## src/rtl/dmem_arbiter_pkg.sv

```systemverilog
// Shared definitions for the data-memory arbiter: default widths, port IDs
// and the debug-streak limit used by the starvation guard.
package dmem_arbiter_pkg;

    localparam int ADDR_W_DEF = 10;
    localparam int DATA_W_DEF = 32;
    localparam int STREAK_MAX = 4;

    typedef enum logic {
        PORT_CORE = 1'b0,
        PORT_DBG  = 1'b1
    } port_e;

endpackage

```

## src/rtl/dmem_arbiter_if.sv

```systemverilog
// Bus bundle between the core/debug requesters, the arbiter and the memory.
// The slave modport is the arbiter's view; master is the environment's.
interface dmem_arbiter_if
    import dmem_arbiter_pkg::*;
#(
    parameter int ADDR_W = ADDR_W_DEF,
    parameter int DATA_W = DATA_W_DEF
);
    logic              core_req;
    logic              core_we;
    logic [ADDR_W-1:0] core_addr;
    logic [DATA_W-1:0] core_wdata;
    logic              core_gnt;
    logic              core_rvalid;
    logic [DATA_W-1:0] core_rdata;
    logic              core_stall;

    logic              dbg_req;
    logic              dbg_we;
    logic [ADDR_W-1:0] dbg_addr;
    logic [DATA_W-1:0] dbg_wdata;
    logic              dbg_gnt;
    logic              dbg_rvalid;
    logic [DATA_W-1:0] dbg_rdata;

    logic              mem_en;
    logic              mem_we;
    logic [ADDR_W-1:0] mem_addr;
    logic [DATA_W-1:0] mem_wdata;
    logic [DATA_W-1:0] mem_rdata;

    modport slave (
        input  core_req, core_we, core_addr, core_wdata,
        output core_gnt, core_rvalid, core_rdata, core_stall,
        input  dbg_req, dbg_we, dbg_addr, dbg_wdata,
        output dbg_gnt, dbg_rvalid, dbg_rdata,
        output mem_en, mem_we, mem_addr, mem_wdata,
        input  mem_rdata
    );

    modport master (
        output core_req, core_we, core_addr, core_wdata,
        input  core_gnt, core_rvalid, core_rdata, core_stall,
        output dbg_req, dbg_we, dbg_addr, dbg_wdata,
        input  dbg_gnt, dbg_rvalid, dbg_rdata,
        input  mem_en, mem_we, mem_addr, mem_wdata,
        output mem_rdata
    );

endinterface

```

## src/rtl/dmem_arbiter_rr_pick2.sv

```systemverilog
// Combinational 2-way round-robin picker; bit 0 is the core, bit 1 the debug port.
// force_core overrides the pointer on a contested cycle.
module rr_pick2
    import dmem_arbiter_pkg::*;
(
    input  logic [1:0] req,
    input  port_e      last_win,
    input  logic       force_core,
    output logic [1:0] gnt
);

    always_comb begin
        gnt = 2'b00;
        if (req[0] && (!req[1] || force_core || (last_win == PORT_DBG))) begin
            gnt[0] = 1'b1;
        end else if (req[1]) begin
            gnt[1] = 1'b1;
        end
    end

endmodule

```

## src/rtl/dmem_arbiter.sv

```systemverilog
// Core/debug arbiter in front of a single-port data memory. Grants are
// combinational; read data returns to the winning port one cycle later.
module dmem_arbiter
    import dmem_arbiter_pkg::*;
#(
    parameter int ADDR_W = ADDR_W_DEF,
    parameter int DATA_W = DATA_W_DEF
) (
    input  logic          clk,
    input  logic          reset,
    dmem_arbiter_if.slave bus
);

    logic [1:0]        req;
    logic [1:0]        gnt;
    port_e             last_win;
    port_e             win_port;
    logic [1:0]        streak;
    logic              lock;
    logic              rd_valid;
    port_e             rd_port;
    logic              win_we;
    logic [ADDR_W-1:0] win_addr;
    logic [DATA_W-1:0] win_wdata;
    logic [ADDR_W-1:0] addr_q;
    logic [DATA_W-1:0] wdata_q;
    logic [DATA_W-1:0] core_rdata_q;
    logic [DATA_W-1:0] dbg_rdata_q;
    logic              core_rvalid;
    logic              dbg_rvalid;

    // Masking with reset keeps grants and the memory strobe quiet during reset.
    assign req = {bus.dbg_req, bus.core_req} & {2{reset}};

    rr_pick2 u_pick (
        .req        (req),
        .last_win   (last_win),
        .force_core (lock),
        .gnt        (gnt)
    );

    always_comb begin
        win_port  = PORT_CORE;
        win_we    = bus.core_we;
        win_addr  = bus.core_addr;
        win_wdata = bus.core_wdata;
        if (gnt[1]) begin
            win_port  = PORT_DBG;
            win_we    = bus.dbg_we;
            win_addr  = bus.dbg_addr;
            win_wdata = bus.dbg_wdata;
        end
    end

    assign bus.core_gnt   = gnt[0];
    assign bus.dbg_gnt    = gnt[1];
    assign bus.core_stall = req[0] & ~gnt[0];

    assign bus.mem_en    = |gnt;
    assign bus.mem_we    = (|gnt) & win_we;
    assign bus.mem_addr  = (|gnt) ? win_addr  : addr_q;
    assign bus.mem_wdata = (|gnt) ? win_wdata : wdata_q;

    assign core_rvalid     = rd_valid && (rd_port == PORT_CORE);
    assign dbg_rvalid      = rd_valid && (rd_port == PORT_DBG);
    assign bus.core_rvalid = core_rvalid;
    assign bus.dbg_rvalid  = dbg_rvalid;
    assign bus.core_rdata  = core_rvalid ? bus.mem_rdata : core_rdata_q;
    assign bus.dbg_rdata   = dbg_rvalid  ? bus.mem_rdata : dbg_rdata_q;

    always_ff @(posedge clk or negedge reset) begin
        if (!reset) begin
            last_win     <= PORT_DBG;
            streak       <= 2'd0;
            lock         <= 1'b0;
            rd_valid     <= 1'b0;
            rd_port      <= PORT_CORE;
            addr_q       <= '0;
            wdata_q      <= '0;
            core_rdata_q <= '0;
            dbg_rdata_q  <= '0;
        end else begin
            rd_valid <= (|gnt) & ~win_we;
            if (|gnt) begin
                rd_port  <= win_port;
                last_win <= win_port;
                addr_q   <= win_addr;
                wdata_q  <= win_wdata;
            end
            // streak saturates at 3; the grant that finds it at 3 is the 4th in a row
            if (gnt[0]) begin
                streak <= 2'd0;
                lock   <= 1'b0;
            end else if (gnt[1]) begin
                if (streak == 2'(STREAK_MAX - 1)) begin
                    lock <= 1'b1;
                end else begin
                    streak <= streak + 2'd1;
                end
            end
            if (core_rvalid) core_rdata_q <= bus.mem_rdata;
            if (dbg_rvalid)  dbg_rdata_q  <= bus.mem_rdata;
        end
    end

endmodule

```

## src/flat_wrapper.sv

```systemverilog
// flat-port wrapper written by rule: the top's interface ports become plain ports
module dmem_arbiter_flat import dmem_arbiter_pkg::*;
#(
    parameter int ADDR_W = ADDR_W_DEF,
    parameter int DATA_W = DATA_W_DEF
)
  (clk, reset, bus_core_req, bus_core_we, bus_core_addr, bus_core_wdata, bus_core_gnt, bus_core_rvalid, bus_core_rdata, bus_core_stall, bus_dbg_req, bus_dbg_we, bus_dbg_addr, bus_dbg_wdata, bus_dbg_gnt, bus_dbg_rvalid, bus_dbg_rdata, bus_mem_en, bus_mem_we, bus_mem_addr, bus_mem_wdata, bus_mem_rdata);
  dmem_arbiter_if #(.ADDR_W(ADDR_W), .DATA_W(DATA_W)) bus_i ();
  input  logic clk;
  input  logic reset;
  input wire logic [$bits(bus_i.core_req)-1:0] bus_core_req;
  input wire logic [$bits(bus_i.core_we)-1:0] bus_core_we;
  input wire logic [$bits(bus_i.core_addr)-1:0] bus_core_addr;
  input wire logic [$bits(bus_i.core_wdata)-1:0] bus_core_wdata;
  output wire logic [$bits(bus_i.core_gnt)-1:0] bus_core_gnt;
  output wire logic [$bits(bus_i.core_rvalid)-1:0] bus_core_rvalid;
  output wire logic [$bits(bus_i.core_rdata)-1:0] bus_core_rdata;
  output wire logic [$bits(bus_i.core_stall)-1:0] bus_core_stall;
  input wire logic [$bits(bus_i.dbg_req)-1:0] bus_dbg_req;
  input wire logic [$bits(bus_i.dbg_we)-1:0] bus_dbg_we;
  input wire logic [$bits(bus_i.dbg_addr)-1:0] bus_dbg_addr;
  input wire logic [$bits(bus_i.dbg_wdata)-1:0] bus_dbg_wdata;
  output wire logic [$bits(bus_i.dbg_gnt)-1:0] bus_dbg_gnt;
  output wire logic [$bits(bus_i.dbg_rvalid)-1:0] bus_dbg_rvalid;
  output wire logic [$bits(bus_i.dbg_rdata)-1:0] bus_dbg_rdata;
  output wire logic [$bits(bus_i.mem_en)-1:0] bus_mem_en;
  output wire logic [$bits(bus_i.mem_we)-1:0] bus_mem_we;
  output wire logic [$bits(bus_i.mem_addr)-1:0] bus_mem_addr;
  output wire logic [$bits(bus_i.mem_wdata)-1:0] bus_mem_wdata;
  input wire logic [$bits(bus_i.mem_rdata)-1:0] bus_mem_rdata;
  assign bus_i.core_req = bus_core_req;
  assign bus_i.core_we = bus_core_we;
  assign bus_i.core_addr = bus_core_addr;
  assign bus_i.core_wdata = bus_core_wdata;
  assign bus_core_gnt = bus_i.core_gnt;
  assign bus_core_rvalid = bus_i.core_rvalid;
  assign bus_core_rdata = bus_i.core_rdata;
  assign bus_core_stall = bus_i.core_stall;
  assign bus_i.dbg_req = bus_dbg_req;
  assign bus_i.dbg_we = bus_dbg_we;
  assign bus_i.dbg_addr = bus_dbg_addr;
  assign bus_i.dbg_wdata = bus_dbg_wdata;
  assign bus_dbg_gnt = bus_i.dbg_gnt;
  assign bus_dbg_rvalid = bus_i.dbg_rvalid;
  assign bus_dbg_rdata = bus_i.dbg_rdata;
  assign bus_mem_en = bus_i.mem_en;
  assign bus_mem_we = bus_i.mem_we;
  assign bus_mem_addr = bus_i.mem_addr;
  assign bus_mem_wdata = bus_i.mem_wdata;
  assign bus_i.mem_rdata = bus_mem_rdata;
  dmem_arbiter #(.ADDR_W(ADDR_W), .DATA_W(DATA_W)) u_core (.clk(clk), .reset(reset), .bus(bus_i));
endmodule
```

## config.mk

```make
export PLATFORM = sky130hd
export DESIGN_NAME = dmem_arbiter_flat
export DESIGN_NICKNAME = d
export VERILOG_FILES = /design/src/rtl/dmem_arbiter_pkg.sv /design/src/rtl/dmem_arbiter_if.sv /design/src/rtl/dmem_arbiter_rr_pick2.sv /design/src/rtl/dmem_arbiter.sv /design/src/flat_wrapper.sv
export SDC_FILE = /design/constraint.sdc
export NUM_CORES = 1
export LEC_CHECK = 0
export ABC_AREA = 1
export BUFFER_PORTS_ARGS = -buffer_cell sky130_fd_sc_hd__buf_2
export CORE_MARGIN = 5
export CORE_UTILIZATION = 43
export DETAILED_ROUTE_END_ITERATION = 12
export PLACE_DENSITY = 0.8
export SKIP_LAST_GASP = 1
export SLEW_MARGIN = 0
export SYNTH_ARGS = -nofsm -noshare
export SYNTH_HDL_FRONTEND = slang
export SYNTH_HIERARCHICAL = 1
export SYNTH_SLANG_ARGS = --single-unit
export TNS_END_PERCENT = 20
```

## constraint.sdc

```tcl
create_clock -name clk -period 3.05 [get_ports clk]
set_clock_uncertainty 0.15 [all_clocks]
set_input_delay 0.305 -clock clk [delete_from_list [all_inputs] [get_ports clk]]
set_output_delay 0.305 -clock clk [all_outputs]
set_load 0.01 [all_outputs]
```

==> flow_metrics.env, run 1 <==
export IMPL_synth_edf_count=0
export IMPL_crit_required_ns=2.59
export IMPL_ys_ff_latch=112
export IMPL_final_nets=862
export IMPL_min_period_ns=2.89
export IMPL_cts_tree="built"
export IMPL_drt_wl_total_um=13100
export IMPL_synth_cell_types=23
export IMPL_fin_ws_ns=0.162
export IMPL_final_common_cell="buf_2"
export IMPL_io_pins=235
export IMPL_power_density_nw_per_um2=699
export IMPL_ff2ff_setup_slack_ns=1.06
export IMPL_rr_worst_depth=10
export IMPL_n_antenna_cell=0
export IMPL_power_mw=4.60
export IMPL_async_reset_ff_share_pct=100
export IMPL_cp_common_cell="nand2_1"
export IMPL_vdd_drop_max_uv=244
export IMPL_antenna_found_initial=0
export IMPL_clk_pin_slew_ns=0.07
export IMPL_finalCritPeriodShare_pct=94.7
export IMPL_yosys_area_share_adder_pct=0.246
export IMPL_r2r_start="u_core/last_win"
export IMPL_hold_path_class="input port to flop"
export IMPL_dp_hpwl_um=9580
export IMPL_finalSetupViolCount=0
export IMPL_critical_path_cell_chain="dlygate4sd3_1 -> buf_4 -> nand2_1 -> inv_1 -> nand3_2 -> nand2_1 -> inv_2 -> nor2_4 -> buf_12 -> nand2_1 -> nand3_1 -> buf_2"
export IMPL_power_share_sequential_pct=43.1
export IMPL_firstDrtPassIters=4
export IMPL_synth_compound_area_share_pct=6.78
export IMPL_hp_start="bus_dbg_addr[8]"
export IMPL_post_place_ws_ns=0.724
export IMPL_gp_congestion=0.771
export IMPL_slew_headroom_pct=40.4
export IMPL_clk_latency_ns=0.34
export IMPL_via_count=4274
export IMPL_grt_max_degree=73
export IMPL_netlist_area_um2=5080
export IMPL_synth_area_per_cell_um2=9.84
export IMPL_p_int_mw=3.09
export IMPL_drtIter0Drc=310
export IMPL_synth_simple_area_share_pct=28.9
export IMPL_synth_top_family_by_area="simple AND/OR/NAND/NOR gates"
export IMPL_dieArea_um2=14100
export IMPL_synthXorXnorAreaFrac_pct=0
export IMPL_critPathLaunch="reset"
export IMPL_min_to="u_core/addr_q[8]"
export IMPL_clockRootBuffer="clkbuf_16"
export IMPL_outcome="finished, final reports clean"
export IMPL_cts_max_path_buffers=2
export IMPL_swShare_pct=32.7
export IMPL_syn_to_final_growth_pct=29.5
export IMPL_io_buffers=234
export IMPL_cap_violations=0
export IMPL_die_x_um=119
export IMPL_crit_arrival_ns=2.43
export IMPL_cpMaxStageDelayCell="dlygate4sd3_1"
export IMPL_p_leak_nw=3.70
export IMPL_mostFrequentLayoutCells="233 x buf_2, 162 x nand2_1, 111 x dfrtp_1"
export IMPL_critical_path_top_delay_family="buffers and inverters"
export IMPL_htree_levels=3
export IMPL_rsz0062_at_grt="true"
export IMPL_fp_dieH_um=119
export IMPL_critPathLaunchType="input port"
export IMPL_grt_pass1_vias=4146
export IMPL_fill_cells=1033
export IMPL_combPwrFrac_pct=30.3
export IMPL_regArea_um2=2800
export IMPL_rows=39
export IMPL_cpPeakStageDelay_ns=0.58
export IMPL_overflow=0
export IMPL_holdPathStages=3
export IMPL_ant_nets=0
export IMPL_yosys_warnings=6
export IMPL_crit_fanout=25
export IMPL_cts_sinks=112
export IMPL_postCtsSetupBuffers=0
export IMPL_tightest_slew_ns=0.894
export IMPL_crit_buf_inv=6
export IMPL_syn_instance_count=516
export IMPL_maxSlewViolCount=0
export IMPL_r2r_end="u_core/streak[1]"
export IMPL_coreArea_um2=11500
export IMPL_numCtsBuffers=9
export IMPL_multi_input_area_um2=1830
export IMPL_routed_via_density=4.82
export IMPL_clockPowerShare_pct=26.6
export IMPL_drive_gt1_share_pct=46.2
export IMPL_ys_seq_area_share_pct=55.2
export IMPL_initial_core_util_pct=44.1
export IMPL_grt_use_total_pct=18.2
export IMPL_critPathCaptureType="primary output"
export IMPL_path_class="input port to primary output"
export IMPL_synthFlopType="dfrtp_1"
export IMPL_max_freq_ghz=0.346
export IMPL_syn_nets=639
export IMPL_grt_pass1_wl_um=20700
export IMPL_p_switching_mw=1.50
export IMPL_muxShareOfSynthArea_pct=0
export IMPL_drc=0
export IMPL_hold_viol=0
export IMPL_wire_per_inst_um=14.8
routing by layer:
metal | track usage [%] | wire [µm]
met1 | 24.0 | 5780
met2 | 29.3 | 6100
met3 | 5.01 | 1030
met4 | 5.94 | 206
met5 | 0 | 0
synth_stat cells (2+ instances only):
master | count | share of area (%)
buf_6 | 6 | 1.3
inv_1 | 44 | 3.3
nand3_1 | 10 | 0.99
nor2_1 | 4 | 0.30
buf_2 | 13 | 1.3
a21oi_1 | 2 | 0.20
o21ai_0 | 9 | 0.89
buf_4 | 7 | 1.0
buf_12 | 4 | 1.6
dfrtp_1 | 111 | 55
o21ai_1 | 56 | 5.5
nand3_2 | 76 | 15
nand2_1 | 164 | 12
stage by stage:
step | area [µm²] | setup TNS [ns] | std cells | hold WS, ns | utilization [%]
after global placement | 6250 | 0 | 870 | 0.297 | 54.3
final | 6580 | 0 | 887 | 0.0411 | 57.1
after global routing | 6580 | -0.0460 | 887 | 0.0371 | 57.1
after detailed placement | 6250 | 0 | 870 | 0.303 | 54.3
after CTS | 6570 | 0 | 887 | 0.0252 | 57.1
after floorplan | 5080 | 0 | 516 | -0.141 | -
timing repair:
action	CTS	global route
hold buffers	1	0
gates resized for setup	0	1
endpoints found under the setup margin	0	8
endpoints found under the hold margin	40	0
worst max path at each step:
stage                                 end  slack, ns  depth (start not counted)
final                     bus_mem_addr[0]       0.16                         12
after global routing      bus_mem_addr[9]      -0.02                         12
after CTS                      bus_mem_en       0.10                         11
after detailed placement       bus_mem_en       0.72                          8
after global placement         bus_mem_en       0.75                         10
after floorplan           bus_mem_addr[3]       1.25                          8
worst reg2reg max path: stages (launching register included):
cell and delay [ns]:
dfstp_2 0.53, inv_1 0.05, nand3_2 0.09, nand2_1 0.07, inv_2 0.08, buf_6 0.44
inv_1 0.19, nand2_1 0.12, nand2_1 0.08, nand2_1 0.06, nand2_1 0.04
cell families after synthesis:
group,count (synthesis)
buffers and inverters,78
adders and majority gates,1
and+or+nand+nor,257
AOI/OAI and AO/OA,68
DFF,112
power groups by stage:
| stage | Clock, mW | Sequential, mW | Combinational (mW) |
|---|---|---|---|
| 6_report | 1.22 | 1.98 | 1.39 |
| 5_1_grt | 1.31 | 2.02 | 1.55 |
| 4_1_cts | 1.26 | 1.98 | 1.42 |
| 3_5_place_dp | 0 | 2.01 | 1.41 |
| 3_3_place_gp | 0 | 1.99 | 1.38 |
| 2_1_floorplan | 0 | 1.98 | 0.807 |
state kept, by name, summed over array words and instances, names as in the netlist:
| signal | count |
|---|---|
| u_core/lock | 1 |
| u_core/core_rdata_q | 32 |
| u_core/rd_valid | 1 |
| u_core/rd_port | 1 |
| u_core/last_win | 1 |
| u_core/addr_q | 10 |
| u_core/streak | 2 |
| u_core/wdata_q | 32 |
| u_core/dbg_rdata_q | 32 |
cell type report:
cell class                 instances  area share (%)
multi-input combinational        326            27.9
clock buffer                      10            3.63
timing repair buffer             244            19.3
inverter                          46            2.70
sequential                       112            42.6
clock inverter                     6            1.14
tap                              143            2.72
(Power assumes the default switching activity.)
==> run 2: changes to the inputs <==
- REMOVE_ABC_BUFFERS: not set -> 1
==> run 2 against run 1 <==
  * Design area shrank 0.44%
  * Clock power shrank 8%
  * Critical path depth is the same
  * Highest routed layer unchanged
  * Utilization shrank 0.25 points
  * Sequential power is essentially flat
  * Final cell count is the same
  * Total power shrank 2.0%
==> flow_metrics.env, run 2 (same netlist as run 1, synthesis figures left out) <==
export IMPL_max_freq_ghz=0.352
export IMPL_grt_max_degree=76
export IMPL_final_nets=862
export IMPL_wire_per_inst_um=15.1
export IMPL_ff2ff_setup_slack_ns=1.02
export IMPL_crit_arrival_ns=2.38
export IMPL_drc=0
export IMPL_path_class="input port to primary output"
export IMPL_dieArea_um2=14100
export IMPL_finalCritPeriodShare_pct=93.1
export IMPL_cap_violations=0
export IMPL_vdd_drop_max_uv=385
export IMPL_cts_tree="built"
export IMPL_critPathLaunchType="input port"
export IMPL_critical_path_top_delay_family="buffers and inverters"
export IMPL_finalSetupViolCount=0
export IMPL_cts_sinks=112
export IMPL_min_period_ns=2.84
export IMPL_dp_cells=868
export IMPL_drt_wl_total_um=13400
export IMPL_routed_via_density=4.81
export IMPL_die_x_um=119
export IMPL_final_common_cell="buf_2"
export IMPL_antenna_found_initial=0
export IMPL_clockRootBuffer="clkbuf_16"
export IMPL_holdPathStages=3
export IMPL_cpPeakStageDelay_ns=0.57
export IMPL_r2r_end="u_core/streak[1]"
export IMPL_maxSlewViolCount=0
export IMPL_outcome="finished, final reports clean"
export IMPL_clk_latency_ns=0.35
export IMPL_io_pins=235
export IMPL_critPathCaptureType="primary output"
export IMPL_numCtsBuffers=9
export IMPL_grt_use_total_pct=19.2
export IMPL_ant_nets=0
export IMPL_grt_pass1_wl_um=21700
export IMPL_initial_core_util_pct=44.1
export IMPL_clk_pin_slew_ns=0.07
export IMPL_drive_gt1_share_pct=46.1
export IMPL_min_to="u_core/wdata_q[23]"
export IMPL_cp_common_cell="nand2_1"
export IMPL_via_count=4269
export IMPL_rr_worst_depth=10
export IMPL_firstDrtPassIters=4
export IMPL_tightest_slew_ns=0.928
export IMPL_gp_congestion=0.933
export IMPL_hp_start="bus_dbg_wdata[23]"
export IMPL_critical_path_cell_chain="dlygate4sd3_1 -> buf_4 -> nand2_1 -> inv_1 -> nand3_2 -> nand2_1 -> inv_2 -> nor2_4 -> buf_4 -> nand2_1 -> nand3_2 -> buf_2"
export IMPL_largestRegisters="u_core/core_rdata_q: 32 flops, u_core/dbg_rdata_q: 32 flops, u_core/wdata_q: 32 flops"
export IMPL_power_mw=4.51
export IMPL_hold_path_class="input port to flop"
export IMPL_cts_max_path_buffers=2
export IMPL_r2r_start="u_core/last_win"
export IMPL_grt_pass1_vias=4160
export IMPL_overflow=0
export IMPL_n_antenna_cell=0
export IMPL_rsz0062_at_grt="false"
export IMPL_syn_to_final_growth_pct=29.0
export IMPL_p_leak_nw=3.69
export IMPL_dp_hpwl_um=9780
export IMPL_cpMaxStageDelayCell="dlygate4sd3_1"
export IMPL_mostFrequentLayoutCells="233 x buf_2, 162 x nand2_1, 111 x dfrtp_1"
export IMPL_crit_buf_inv=6
export IMPL_power_density_nw_per_um2=688
export IMPL_crit_fanout=38
export IMPL_coreArea_um2=11500
export IMPL_fp_dieH_um=119
export IMPL_io_buffers=234
export IMPL_htree_levels=3
export IMPL_hold_viol=0
export IMPL_stdcell_count=887
export IMPL_drtIter0Drc=261
export IMPL_rows=39
export IMPL_crit_required_ns=2.59
export IMPL_slew_headroom_pct=38.1
run 2: repair_timing:
item,in CTS,in global routing
endpoints found under the setup margin,0,36
hold buffers,1,0
endpoints found under the hold margin,36,0
buffers inserted,0,2
gates resized for setup,0,2
run 2: area by class of cell:
| cell class | count | area (µm²) |
|---|---|---|
| Clock buffer | 11 | 243 |
| Clock inverter | 5 | 38.8 |
| Fill cell | 1043 | 4970 |
| Inverter | 46 | 178 |
| Multi-Input combinational cell | 326 | 1830 |
| Sequential cell | 112 | 2800 |
| Tap cell | 143 | 179 |
| Timing Repair Buffer | 244 | 1270 |
run 2: worst reg2reg max path: cells and delay by family (launching register included):
family	cells	cell delay (ns)
buffers and inverters	4	0.76
DFF	1	0.53
and+or+nand+nor	6	0.48
run 2: routing by layer:
metal	GRT usage, %	up-vias	routed length [µm]
met1	24.6	1998	5510
met2	31.5	119	6860
met3	3.30	33	591
met5	0	-	0
met4	9.41	0	451
li1	-	2119	-
run 2: worst max-delay path by stage:
stage,end,cells past startpoint,from,slack [ns]
floorplan,bus_mem_we,6,u_core/last_win,-0.02
detailed placement,bus_mem_en,8,u_core/last_win,0.71
CTS,bus_mem_addr[2],10,reset,0.11
finish,bus_mem_wdata[30],12,reset,0.21
global placement,bus_mem_addr[1],8,u_core/last_win,0.71
global route,bus_mem_addr[2],12,reset,0.06
run 2: stage by stage:
step / hold slack [ns] / setup slack [ns] / TNS, ns / util, % / instance area (µm²)
3_3_place_gp: 0.257 / 0.708 / 0 / 54.1 / 6230
3_5_place_dp: 0.258 / 0.708 / 0 / 54.1 / 6230
4_1_cts: 0.0241 / 0.111 / 0 / 56.7 / 6530
6_report: 0.0397 / 0.211 / 0 / 56.9 / 6550
5_1_grt: 0.0352 / 0.0569 / 0 / 56.9 / 6550
2_1_floorplan: -0.141 / -0.0182 / -0.0182 / - / 4800
run 2: report_power, final:
group / switching, mW / leakage (nW) / internal [mW]
combinational: 0.853 / 2.17 / 0.544
clock: 0.536 / 0.137 / 0.583
sequential: 0.114 / 1.38 / 1.88
